--- src/rtl/pipe_stage_reg.sv ---
// pipe_stage_reg: generic pipeline stage latch with stall, flush, bubble ctrl gating and saturating perf counters
module pipe_stage_reg #(
    parameter int DATA_W = 32,
    parameter int NUM_DATA = 4,
    parameter int CTRL_W = 16,
    parameter logic [CTRL_W-1:0] CTRL_GATE_MASK = 16'h0007,
    parameter int TAG_W = 8,
    parameter int CNT_W = 16
) (
    input  logic                       clk,
    input  logic                       rst,
    input  logic                       in_valid,
    input  logic [CTRL_W-1:0]          in_ctrl,
    input  logic [NUM_DATA*DATA_W-1:0] in_data,
    input  logic [TAG_W-1:0]           in_tag,
    input  logic                       stall,
    input  logic                       flush,
    input  logic                       clr_cnt,
    output logic                       out_valid,
    output logic [CTRL_W-1:0]          out_ctrl,
    output logic [NUM_DATA*DATA_W-1:0] out_data,
    output logic [TAG_W-1:0]           out_tag,
    output logic [CNT_W-1:0]           load_cnt,
    output logic [CNT_W-1:0]           bubble_cnt,
    output logic [CNT_W-1:0]           stall_cnt
);
    logic                       valid_q, valid_d;
    logic [CTRL_W-1:0]          ctrl_q, ctrl_d;
    logic [NUM_DATA*DATA_W-1:0] data_q, data_d;
    logic [TAG_W-1:0]           tag_q, tag_d;
    logic [CNT_W-1:0]           load_cnt_q, load_cnt_d;
    logic [CNT_W-1:0]           bubble_cnt_q, bubble_cnt_d;
    logic [CNT_W-1:0]           stall_cnt_q, stall_cnt_d;
    logic                       ev_load, ev_bubble, ev_stall;

    always_comb begin
        valid_d = flush ? 1'b0 : stall ? valid_q : in_valid;
        ctrl_d = flush ? '0 : stall ? ctrl_q : in_ctrl;
        tag_d = flush ? '0 : stall ? tag_q : in_tag;
        // a flushed slot keeps its stale data; only valid/ctrl/tag are cleared
        data_d = (flush || stall) ? data_q : in_data;
        ev_load = !flush && !stall && in_valid;
        ev_bubble = flush || (!stall && !in_valid);
        ev_stall = stall && !flush;
        load_cnt_d = clr_cnt ? '0 : (ev_load && load_cnt_q != '1) ? load_cnt_q + CNT_W'(1) : load_cnt_q;
        bubble_cnt_d = clr_cnt ? '0 : (ev_bubble && bubble_cnt_q != '1) ? bubble_cnt_q + CNT_W'(1) : bubble_cnt_q;
        stall_cnt_d = clr_cnt ? '0 : (ev_stall && stall_cnt_q != '1) ? stall_cnt_q + CNT_W'(1) : stall_cnt_q;
    end

    always_ff @(posedge clk) begin
        if (rst) begin
            valid_q <= 1'b0;
            ctrl_q <= '0;
            data_q <= '0;
            tag_q <= '0;
            load_cnt_q <= '0;
            bubble_cnt_q <= '0;
            stall_cnt_q <= '0;
        end else begin
            valid_q <= valid_d;
            ctrl_q <= ctrl_d;
            data_q <= data_d;
            tag_q <= tag_d;
            load_cnt_q <= load_cnt_d;
            bubble_cnt_q <= bubble_cnt_d;
            stall_cnt_q <= stall_cnt_d;
        end
    end

    assign out_valid = valid_q;
    assign out_ctrl = valid_q ? ctrl_q : (ctrl_q & ~CTRL_GATE_MASK);
    assign out_data = data_q;
    assign out_tag = tag_q;
    assign load_cnt = load_cnt_q;
    assign bubble_cnt = bubble_cnt_q;
    assign stall_cnt = stall_cnt_q;
endmodule

--- config.mk ---
export PLATFORM = sky130hd
export DESIGN_NAME = pipe_stage_reg
export DESIGN_NICKNAME = d
export VERILOG_FILES = /design/src/rtl/pipe_stage_reg.sv
export SDC_FILE = /design/constraint.sdc
export NUM_CORES = 1
export LEC_CHECK = 0
export CAP_MARGIN = 20
export CORE_MARGIN = 3
export CORE_UTILIZATION = 35
export DETAILED_ROUTE_END_ITERATION = 16
export GPL_TIMING_DRIVEN = 0
export PLACE_DENSITY = 0.67
export SKIP_LAST_GASP = 1
export SLEW_MARGIN = 20
export SYNTH_ARGS = -nofsm -noshare
export SYNTH_HDL_FRONTEND = slang
export SYNTH_SLANG_ARGS = --single-unit
--- constraint.sdc ---
create_clock -name clk -period 4.2 [get_ports clk]
set_clock_uncertainty 0.05 [all_clocks]
set_input_delay 0.84 -clock clk [delete_from_list [all_inputs] [get_ports clk]]
set_output_delay 0.84 -clock clk [all_outputs]
set_load 0.005 [all_outputs]
==> qor.csv, run 1 <==
stage;metric;value;unit
yosys;area of the mapped netlist;0.00790;mm²
floorplanning;Die H;156;µm
clock_tree;Sink Count;201;
global_routing;first-pass GRT wire length;42000;µm
floorplanning;Rows;54;
timing;Slew @ Worst Pin;765;ps
clock_tree;Max clock buf depth;3;
pwr;Internal Pwr Total;3.49;mW
job;MaxCap Viol Count;0;
floorplanning;Initial Utilization;0.359;
yosys;Area contributors post-synth;dfxtp_1, nand2_1, a21oi_1;
drt;DRT antenna net count;0;
timing;Final Hold Fails;0;
setup_path;Crit Path Class;in -> reg;
timing;Slew headroom;0.490;
floorplanning;I/O pins;359;
clock_tree;setup bufs post-CTS;0;
drt;# DRC;0;
yosys;Post-Synth Adder-Cell Area;0.00475;
setup_path;Required @ worst endpoint;4570;ps
pwr;power share of the sequential group;0.445;
final_layout;antenna fix cells;0;
pwr;PwrDens;358;mW/mm²
yosys;Synth Register Bits;201;
setup_path;CP Capture Type;flip-flop;
drt;via count;8133;
drt;Routed WL;27400;µm
setup_path;worst-path maximum fanout;10;
clock_tree;htree depth;1;
clock_tree;worst skew pair latency;500;ps
global_routing;total global routing overflow;0;
drt;WL/cell;16.7;µm
pwr;Max VDD drop;265;µV
final_layout;Area Overhead vs Synth;59.4;%
final_layout;post-layout net count;1509;
yosys;XOR/XNOR Fraction of Synth Area;0;
global_routing;largest net degree at the start of global routing;13;
global_routing;vias in the first global route;7708;
yosys;Async S/R FF share, synth;0;
timing;count of final setup violators;0;
timing;max frequency;354;MHz
floorplanning;area of the core;0.0220;mm²
setup_path;startpoint type of the worst setup path;input pin;
placed_design;global placement routability congestion;0.865;
clock_tree;CTS buffer count;23;
global_routing;total track usage;0.212;
floorplanning;die area;0.0244;mm²
global_routing;met2 usage;0.354;
drt;1st-iter DRT viols;413;
pwr;switching power total;1.02;mW
clock_tree;Clk Tree Root Cell;clkbuf_16;
yosys;mux cell area share after synthesis;0.0482;
pwr;Combinational Power Share;0.112;
pwr;Clk pwr share;0.443;
final_layout;layout cell share with drive strength beyond 1;0.0404;
placed_design;Detail Placement HPWL;20600;µm
pwr;leak pwr;4.39;nW
drt;First-pass DRT Iterations;4;
timing;minimum clock period;2830;ps
yosys;Post-synth EDFFs;0;
timing;Setup TNS Final;0;ps
floorplanning;die width;156;µm
setup_path;WP data arrival;3190;ps
yosys;Net Count, Synth;1127;
global_routing;initial antenna violation count;1;
clock_tree;# hold bufs at CTS;0;
timing;pins over their slew limit;0;
clock_tree;Reg clk slew, reported paths;60;ps
global_routing;GR met1 Demand/Resource;0.260;
outcome;outcome;completed;
yosys;Yosys cell types;44;
yosys;syn_area_per_cell;8.18;µm²
yosys;yosys warns;0;
drt;routed vias/inst;4.95;
global_routing;met3 Usage GRT;0.0755;
placed_design;Port Buffer Count;357;
clock_tree;post_cts resized;0;
yosys;Primary FF master, synth;dfxtp_1;
yosys;Synth area leader;dfxtp_1;
yosys;simple-gate share of the synthesized area;0.236;
timing;RSZ-0062 raised after global routing;false;
yosys;largest family of logic cells by synthesized area;simple AND/OR/NAND/NOR gates;
yosys;Mapped Cells;966;
min_path;Hold Path Class;reg -> reg;
yosys;Synth top area share;0.510;
global_routing;GRT Max-Usage Layer;met2;
pwr;switching portion of total power;0.226;
clock_tree;CTS tree;built;
yosys;sequential share of the synthesized area;0.510;
pwr;Total Power;4.51;mW
yosys;complex-gate fraction of the synthesized area;0.154;
timing;Final Cycle Share;0.673;
==> cell usage after synthesis, types with 2 or more instances <==
cell,n
and3_1,3
o41ai_1,6
nand3_1,19
clkbuf_1,60
dfxtp_1,201
or4_1,12
o31ai_1,12
inv_1,8
a21oi_1,151
nand2_1,297
buf_2,2
buf_1,2
and2_1,4
nor4_1,6
a311oi_1,2
a2111o_1,4
mux2i_1,38
ha_1,3
or2_2,2
or3_1,16
a31oi_1,3
buf_4,13
o21ai_0,11
a211oi_1,7
nor2_1,32
o311ai_0,6
nor3_1,8
and4_1,7
nor2b_1,2
a2111oi_0,2
nand4_1,14
==> registers in the layout, indices dropped and copies added (netlist names) <==
register    flops
bubble_cnt     16
ctrl_q         16
load_cnt       16
out_data      128
out_tag         8
out_valid       1
stall_cnt      16
==> worst paths after layout <==
path | from | end | slack (ps) | cells past startpoint
max reg2reg | load_cnt[0] | load_cnt[0] | 1860 | 6
min reg2reg | out_data[17] | out_data[17] | 400 | 2
max | stall | out_data[114] | 1370 | 7
min | out_data[17] | out_data[17] | 400 | 2
==> final cells by class <==
type / instances / area (µm²)
Buffer: 77 / 340
Clock buffer: 35 / 711
Clock inverter: 4 / 51.3
Timing Repair Buffer: 357 / 3570
Fill cell: 2028 / 9440
Sequential cell: 201 / 4020
Multi-Input combinational cell: 680 / 3510
Tap cell: 280 / 350
Inverter: 8 / 30.0
==> cell usage in the layout (no fill, tap or decap), types with 3 or more instances in the layout <==
master           count
a2111o_1             4
a211oi_1             7
a21oi_1            151
a31oi_1              3
and2_1               4
and3_1               3
and4_1               7
buf_4               13
clkbuf_1            63
clkbuf_16           23
clkbuf_8             9
clkdlybuf4s50_1    357
dfxtp_1            201
ha_1                 3
inv_1                8
mux2i_1             38
nand2_1            297
nand3_1             19
nand4_1             14
nor2_1              32
nor3_1               8
nor4_1               5
o21ai_0             11
o311ai_0             6
o31ai_1             12
o41ai_1              6
or3_1               16
or4_1               12
==> layer usage <==
layer | share of wire | wire length (µm) | vias to the layer above
met3 | 0.097 | 2670 | 39
met4 | 0.026 | 700 | 2
met1 | 0.41 | 11200 | 3704
met5 | 0.00033 | 9 | -
met2 | 0.47 | 12800 | 308
li1 | - | - | 4080
==> through the flow <==
stage	hold WS (ps)	area [µm²]	cells	util	setup WS, ps
finish	401	12600	1642	0.572	1370
global route	414	12600	1642	0.572	1140
CTS	403	12600	1642	0.571	1330
detailed placement	395	11800	1603	0.537	821
global placement	390	11800	1603	0.537	823
floorplan	403	7900	966	-	1670
==> critical path, stage by stage <==
cell and delay, ps:
clkdlybuf4s50_1 490, buf_2 270, nor2_1 270, clkbuf_1 580, clkbuf_1 470, nand2_1 130, a21oi_1 130
==> power groups by stage <==
stage | logic (mW) | clock network [mW] | registers (mW)
CTS | 0.511 | 2.05 | 2.01
global route | 0.552 | 2.13 | 2.01
global placement | 0.507 | 0 | 2.05
floorplan | 0.163 | 0 | 2.05
detailed placement | 0.507 | 0 | 2.05
finish | 0.505 | 2.00 | 2.01
==> logic make-up (layout without fill, tap and decap cells) <==
| group | Yosys count | count (layout) |
|---|---|---|
| AOI/OAI and AO/OA | 211 | 211 |
| adders and majority gates | 3 | 3 |
| buffers and inverters | 85 | 481 |
| DFF | 201 | 201 |
| muxes | 38 | 38 |
| and+or+nand+nor | 428 | 428 |
No activity file was read; power rests on OpenSTA's default activity.
==> inputs of run 2 (changes only) <==
PLACE_DENSITY = 0.7   (was 0.67)
clock period = 2.3 ns   (was 4.2 ns; I/O delays follow)
==> run 2 against run 1 <==
  * Register-to-register slack got worse by 1700 ps
  * Power grew 81%
  * Flip-flop and latch count is the same
  * Clock-buffer cell count fell by 3
  * Sequential power is 83% higher
  * Combinational power rose by 84%
  * Highest routed layer is now met4
==> qor.csv, run 2 (synthesis results as in run 1) <==
stage;metric;value;unit;change
clock_tree;setup bufs post-CTS;0;;unchanged
setup_path;CP Capture Type;flip-flop;;unchanged
floorplanning;die area;0.0244;mm²;unchanged
pwr;power share of the sequential group;0.448;;was 0.445
floorplanning;Rows;54;;unchanged
min_path;Hold Path Class;reg -> reg;;unchanged
clock_tree;Reg clk slew, reported paths;60;ps;about the same
placed_design;Port Buffer Count;357;;unchanged
timing;max frequency;463;MHz;
clock_tree;# hold bufs at CTS;0;;unchanged
timing;count of final setup violators;0;;unchanged
final_layout;most common cell after layout, fill and taps aside;clkdlybuf4s50_1;;unchanged
setup_path;startpoint type of the worst setup path;flip-flop;;was input pin
floorplanning;I/O pins;359;;unchanged
timing;RSZ-0062 raised after global routing;true;;was false
final_layout;post-layout net count;1509;;unchanged
placed_design;global placement routability congestion;0.849;;was 0.865
placed_design;Inst Count DP;1603;;unchanged
setup_path;worst-path maximum fanout;8;;was 10
timing;Setup TNS Final;0;ps;unchanged
drt;First-pass DRT Iterations;5;;was 4
timing;worst hold margin;401;ps;about the same
drt;routed vias/inst;4.99;;was 4.95
clock_tree;CTS buffer count;23;;unchanged
clock_tree;Sink Count;201;;unchanged
setup_path;Crit Path Class;reg -> reg;;was in -> reg
final_layout;Final Core Density;0.572;;about the same
final_layout;Area Overhead vs Synth;59.6;%;was 59.4%
final_layout;layout cell share with drive strength beyond 1;0.0498;;was 0.0404
floorplanning;Initial Utilization;0.359;;unchanged
pwr;Combinational Power Share;0.114;;was 0.112
floorplanning;die width;156;µm;unchanged
timing;pins over their slew limit;0;;unchanged
pwr;Max VDD drop;494;µV;was 265 µV
setup_path;WP data arrival;2540;ps;was 3190 ps
timing;Slew @ Worst Pin;740;ps;was 765 ps
clock_tree;htree depth;1;;unchanged
floorplanning;area of the core;0.0220;mm²;unchanged
final_layout;post-route insts no fill;1645;;was 1642
timing;Final Cycle Share;0.938;;
global_routing;vias in the first global route;7856;;was 7708
global_routing;largest net degree at the start of global routing;14;;was 13
drt;via count;8211;;was 8133
final_layout;most frequent cells in the layout;clkdlybuf4s50_1, nand2_1, dfxtp_1;;unchanged
drt;DRT antenna net count;0;;unchanged
placed_design;Detail Placement HPWL;20600;µm;about the same
final_layout;max FFs per register;128;;unchanged
pwr;switching portion of total power;0.234;;was 0.226
global_routing;total global routing overflow;0;;unchanged
pwr;Internal Pwr Total;6.27;mW;was 3.49 mW
clock_tree;CTS tree;built;;unchanged
pwr;PwrDens;649;mW/mm²;was 358 mW/mm²
global_routing;initial antenna violation count;0;;was 1
drt;1st-iter DRT viols;415;;was 413
job;MaxCap Viol Count;0;;unchanged
drt;Routed WL;27500;µm;was 27400 µm
pwr;Clk pwr share;0.438;;was 0.443
pwr;leak pwr;4.41;nW;was 4.39 nW
outcome;outcome;completed;;unchanged
drt;WL/cell;16.7;µm;about the same
drt;# DRC;0;;unchanged
timing;Final Hold Fails;0;;unchanged
timing;minimum clock period;2160;ps;
final_layout;antenna fix cells;0;;unchanged
clock_tree;Clk Tree Root Cell;clkbuf_16;;unchanged
clock_tree;Max clock buf depth;3;;unchanged
pwr;switching power total;1.91;mW;was 1.02 mW
floorplanning;Die H;156;µm;unchanged
clock_tree;worst skew pair latency;500;ps;about the same
timing;Slew headroom;0.507;;was 0.490
global_routing;total track usage;0.215;;was 0.212
setup_path;Required @ worst endpoint;2680;ps;was 4570 ps
global_routing;first-pass GRT wire length;42500;µm;was 42000 µm
run 2: changes by cell type in the layout (fill, tap and decap cells not counted), moves of 2 or more:
cell / change
clkbuf_8: -4
clkinv_2: +4
dfxtp_1: -2
dfxtp_2: +2
clkbuf_1: -4
nor4_1: -2
nor4_2: +2
clkbuf_2: +5
clkdlybuf4s50_1: -2
a2111oi_0: -2
run 2: cell type report:
cell class | count | area [µm²]
clock inverter | 10 | 88.8
timing repair buffer | 357 | 3570
fill | 2043 | 9420
tap | 280 | 350
clock buffer | 32 | 659
sequential | 201 | 4030
multi-input combinational | 680 | 3530
inverter | 8 | 30.0
buffer | 77 | 347
run 2: worst max-delay path, cell delays in order, from the launching register on:
cell and delay (ps):
dfxtp_1 470, nand4_1 270, or4_1 630, or4_1 540, a21oi_1 150
run 2: path summary, 6_finish.rpt:
path / start / end / slack [ps] / cells past startpoint
max: stall_cnt[3] / stall_cnt[14] / 140 / 4
min: out_data[86] / out_data[86] / 400 / 2
max reg2reg: stall_cnt[3] / stall_cnt[14] / 140 / 4
min reg2reg: out_data[86] / out_data[86] / 400 / 2
run 2: metrics by stage:
step,power [mW],area [µm²],worst slack (ps)
after detailed placement,4.68,11800,-709
after CTS,8.29,12600,-5.15
after global routing,8.51,12600,-7.48
after floorplan,4.04,7900,154
after global placement,4.67,11800,-692
final,8.18,12600,142
run 2: power by group through the flow:
stage / clock (mW) / combinational, mW / sequential (mW)
after global placement: 0 / 0.930 / 3.74
after global routing: 3.82 / 1.02 / 3.68
after CTS: 3.68 / 0.939 / 3.67
after floorplan: 0 / 0.298 / 3.75
final: 3.58 / 0.929 / 3.67
after detailed placement: 0 / 0.933 / 3.74
run 2: metal layers:
layer / up-vias / share of wire / global-route usage
li1: 4087 / - / -
met1: 3747 / 0.39 / 0.256
met4: 0 / 0.027 / 0.0567
met5: - / 0 / 0
met2: 327 / 0.48 / 0.370
met3: 50 / 0.10 / 0.0777
run 2: timing repair:
item / 4_1_cts / 5_1_grt
cloned: 0 / 0
endpoints found under the setup margin: 113 / 52
gates resized for setup: 6 / 13
==> inputs of run 3 (changes only) <==
ABC_AREA = 1   (was not set)
PLACE_DENSITY = 0.67   (was 0.7)
clock period = 2.1 ns   (was 2.3 ns; I/O delays follow)
==> run 3 against run 2 <==
  * Cell area is 0.88% higher
  * Sequential power is 12% higher
  * Power is 11% higher
  * First-iteration DRC count is 8.0% lower
  * Hold slack worse by 230 ps
  * Core utilization is 1.2 points lower
  * Flip-flop and latch count stayed put
  * Critical endpoint is now load_cnt[8]
  * Synthesized area is 2.5% higher
==> qor.csv, run 3 <==
stage;metric;value;unit;change
outcome;outcome;completed;;unchanged
setup_path;reg-to-reg endpoint;bubble_cnt[8];;was stall_cnt[14]
setup_path;worst-path maximum fanout;6;;was 8
final_layout;most frequent cells in the layout;nor2_1, clkdlybuf4s50_1, dfxtp_1;;was clkdlybuf4s50_1, nand2_1, dfxtp_1
global_routing;largest net degree at the start of global routing;13;;was 14
timing;worst hold margin;170;ps;was 401 ps
global_routing;total track usage;0.214;;was 0.215
setup_path;slowest stage delay, CP;560;ps;was 630 ps
clock_tree;CTS tree;built;;unchanged
min_path;Hold Path Class;in -> reg;;was reg -> reg
timing;RSZ-0062 raised after global routing;false;;was true
placed_design;DP Worst Slack;-446;ps;was -709 ps
timing;Slew @ Worst Pin;680;ps;was 740 ps
yosys;Async S/R FF share, synth;0;;unchanged
floorplanning;Rows;55;;was 54
final_layout;antenna fix cells;0;;unchanged
pwr;PwrDens;713;mW/mm²;was 649 mW/mm²
timing;count of final setup violators;0;;unchanged
yosys;Mapped Cells;1120;;was 966
yosys;Synth Register Bits;201;;unchanged
final_layout;Final Core Density;0.560;;was 0.572
placed_design;global placement routability congestion;0.867;;was 0.849
yosys;yosys warns;0;;unchanged
yosys;Synth area leader;dfxtp_1;;unchanged
final_layout;layout cell share with drive strength beyond 1;0.0634;;was 0.0498
floorplanning;Die H;158;µm;was 156 µm
timing;Final Hold Fails;0;;unchanged
pwr;Internal Pwr Total;6.94;mW;was 6.27 mW
final_layout;post-layout net count;1663;;was 1509
clock_tree;Reg clk slew, reported paths;60;ps;about the same
pwr;switching portion of total power;0.235;;was 0.234
final_layout;Area Overhead vs Synth;57.1;%;was 59.6%
yosys;Synth top area share;0.497;;was 0.510
yosys;Post-synth EDFFs;0;;unchanged
drt;1st-iter DRT viols;382;;was 415
pwr;Clk pwr share;0.414;;was 0.438
setup_path;Crit Path Class;reg -> out;;was reg -> reg
global_routing;vias in the first global route;8013;;was 7856
min_path;Hold Startpoint;stall;;was out_data[86]
drt;DRT antenna net count;0;;unchanged
drt;Routed WL;28200;µm;was 27500 µm
global_routing;total global routing overflow;0;;unchanged
clock_tree;htree depth;1;;unchanged
floorplanning;Initial Utilization;0.356;;was 0.359
pwr;power share of the sequential group;0.453;;was 0.448
yosys;sequential share of the synthesized area;0.497;;was 0.510
final_layout;post-route insts no fill;1800;;was 1645
setup_path;CP Capture Type;output pin;;was flip-flop
final_layout;fill cell count;2105;;was 2043
global_routing;initial antenna violation count;1;;was 0
pwr;Total Power;9.07;mW;was 8.18 mW
placed_design;Inst Count DP;1762;;was 1603
yosys;synth cell count leaders;nor2_1, dfxtp_1, nand2_1;;was nand2_1, dfxtp_1, a21oi_1
setup_path;reg2reg start;bubble_cnt[0];;was stall_cnt[3]
setup_path;startpoint type of the worst setup path;flip-flop;;unchanged
floorplanning;die width;158;µm;was 156 µm
yosys;Net Count, Synth;1281;;was 1127
final_layout;most common cell after layout, fill and taps aside;nor2_1;;was clkdlybuf4s50_1
global_routing;first-pass GRT wire length;42500;µm;about the same
clock_tree;Clk Tree Root Cell;clkbuf_16;;unchanged
setup_path;Crit-path slowest cell;clkdlybuf4s50_1;;was or4_1
yosys;Yosys cell types;33;;was 44
clock_tree;CTS buffer count;23;;unchanged
setup_path;reg-to-reg setup timing slack;330;ps;was 140 ps
timing;Final Cycle Share;0.954;;
timing;worst setup margin;97.5;ps;was 142 ps
setup_path;Required @ worst endpoint;1630;ps;was 2680 ps
setup_path;worst path bufs/invs;1;;was 0
drt;First-pass DRT Iterations;4;;was 5
min_path;hold depth;3;;was 2
yosys;Primary FF master, synth;dfxtp_1;;unchanged
clock_tree;Sink Count;201;;unchanged
timing;max frequency;499;MHz;
floorplanning;area of the core;0.0227;mm²;was 0.0220 mm²
drt;via count;8485;;was 8211
job;MaxCap Viol Count;0;;unchanged
timing;minimum clock period;2000;ps;
setup_path;WP data arrival;1530;ps;was 2540 ps
timing;pins over their slew limit;0;;unchanged
setup_path;R2R depth;7;;was 4
drt;routed vias/inst;4.71;;was 4.99
drt;# DRC;0;;unchanged
placed_design;Port Buffer Count;357;;unchanged
floorplanning;I/O pins;359;;unchanged
min_path;Hold EP;ctrl_q[15];;was out_data[86]
clock_tree;worst skew pair latency;500;ps;about the same
pwr;Max VDD drop;565;µV;was 494 µV
pwr;Combinational Power Share;0.133;;was 0.114
setup_path;crit-path cells;clkdlybuf4s50_1;;was nand4_1, or4_1, or4_1, a21oi_1
placed_design;Detail Placement HPWL;21500;µm;was 20600 µm
timing;Slew headroom;0.545;;was 0.507
clock_tree;# hold bufs at CTS;0;;unchanged
clock_tree;Max clock buf depth;3;;unchanged
yosys;most numerous cell in the Yosys netlist;nor2_1;;was nand2_1
floorplanning;die area;0.0250;mm²;was 0.0244 mm²
pwr;leak pwr;5.07;nW;was 4.41 nW
pwr;switching power total;2.13;mW;was 1.91 mW
drt;WL/cell;15.7;µm;was 16.7 µm
yosys;syn_area_per_cell;7.23;µm²;was 8.18 µm²
yosys;area of the mapped netlist;0.00809;mm²;was 0.00790 mm²
setup_path;CP delay by family, top;buffers and inverters;;was simple AND/OR/NAND/NOR gates
final_layout;max FFs per register;128;;unchanged
yosys;Area contributors post-synth;dfxtp_1, nor2_1, o21ai_0;;was dfxtp_1, nand2_1, a21oi_1
run 3: how the worst max path moves through the flow:
stage,start,to,cells after the start
2_1_floorplan,load_cnt[0],load_cnt[3],9
3_3_place_gp,rst,out_data[23],6
3_5_place_dp,rst,out_data[30],6
4_1_cts,out_valid,out_ctrl[0],3
5_1_grt,out_valid,out_ctrl[0],3
6_report,load_cnt[8],load_cnt[8],1
run 3: cell families after synthesis:
family / Yosys count / synth area share
adder cells (fa/ha/maj): 3 / 0.00464
buffers and inverters: 114 / 0.0669
AND/OR/NAND/NOR: 604 / 0.302
XOR/XNOR: 10 / 0.0108
flip-flops: 201 / 0.497
AO/OA/AOI/OAI: 188 / 0.118
run 3: metrics by stage:
stage	area (µm²)	TNS, ps
2_1_floorplan	8090	0
3_3_place_gp	12000	-34540
3_5_place_dp	12000	-39100
4_1_cts	12700	0
5_1_grt	12700	0
6_report	12700	0
run 3: cell type report:
cell class / instances / area (µm²) / share of cell area
inverter: 43 / 169 / 0.0133
timing repair buffer: 357 / 3570 / 0.281
clock buffer: 33 / 643 / 0.0506
clock inverter: 5 / 50.0 / 0.00393
buffer: 71 / 374 / 0.0294
sequential: 201 / 4030 / 0.316
tap: 285 / 357 / 0.0280
multi-input combinational: 805 / 3530 / 0.277
run 3: layer usage:
layer	GRT usage	vias up	routed length [µm]
met5	0	-	9
met2	0.371	294	13800
met3	0.0741	44	2570
met4	0.0602	2	695
met1	0.250	3847	11100
li1	-	4298	-
run 3: what timing repair did:
item / in CTS / in global routing
endpoints found under the setup margin: 0 / 12
endpoints found under the hold margin: 0 / 0
resized for setup: 0 / 3
setup buffers: 0 / 0
run 3: power groups by stage:
stage | clock network (mW) | logic, mW | registers, mW
finish | 3.76 | 1.21 | 4.11
global placement | 0 | 1.21 | 4.18
global route | 4.01 | 1.32 | 4.13
CTS | 3.86 | 1.22 | 4.11
floorplan | 0 | 0.375 | 4.19
detailed placement | 0 | 1.21 | 4.18
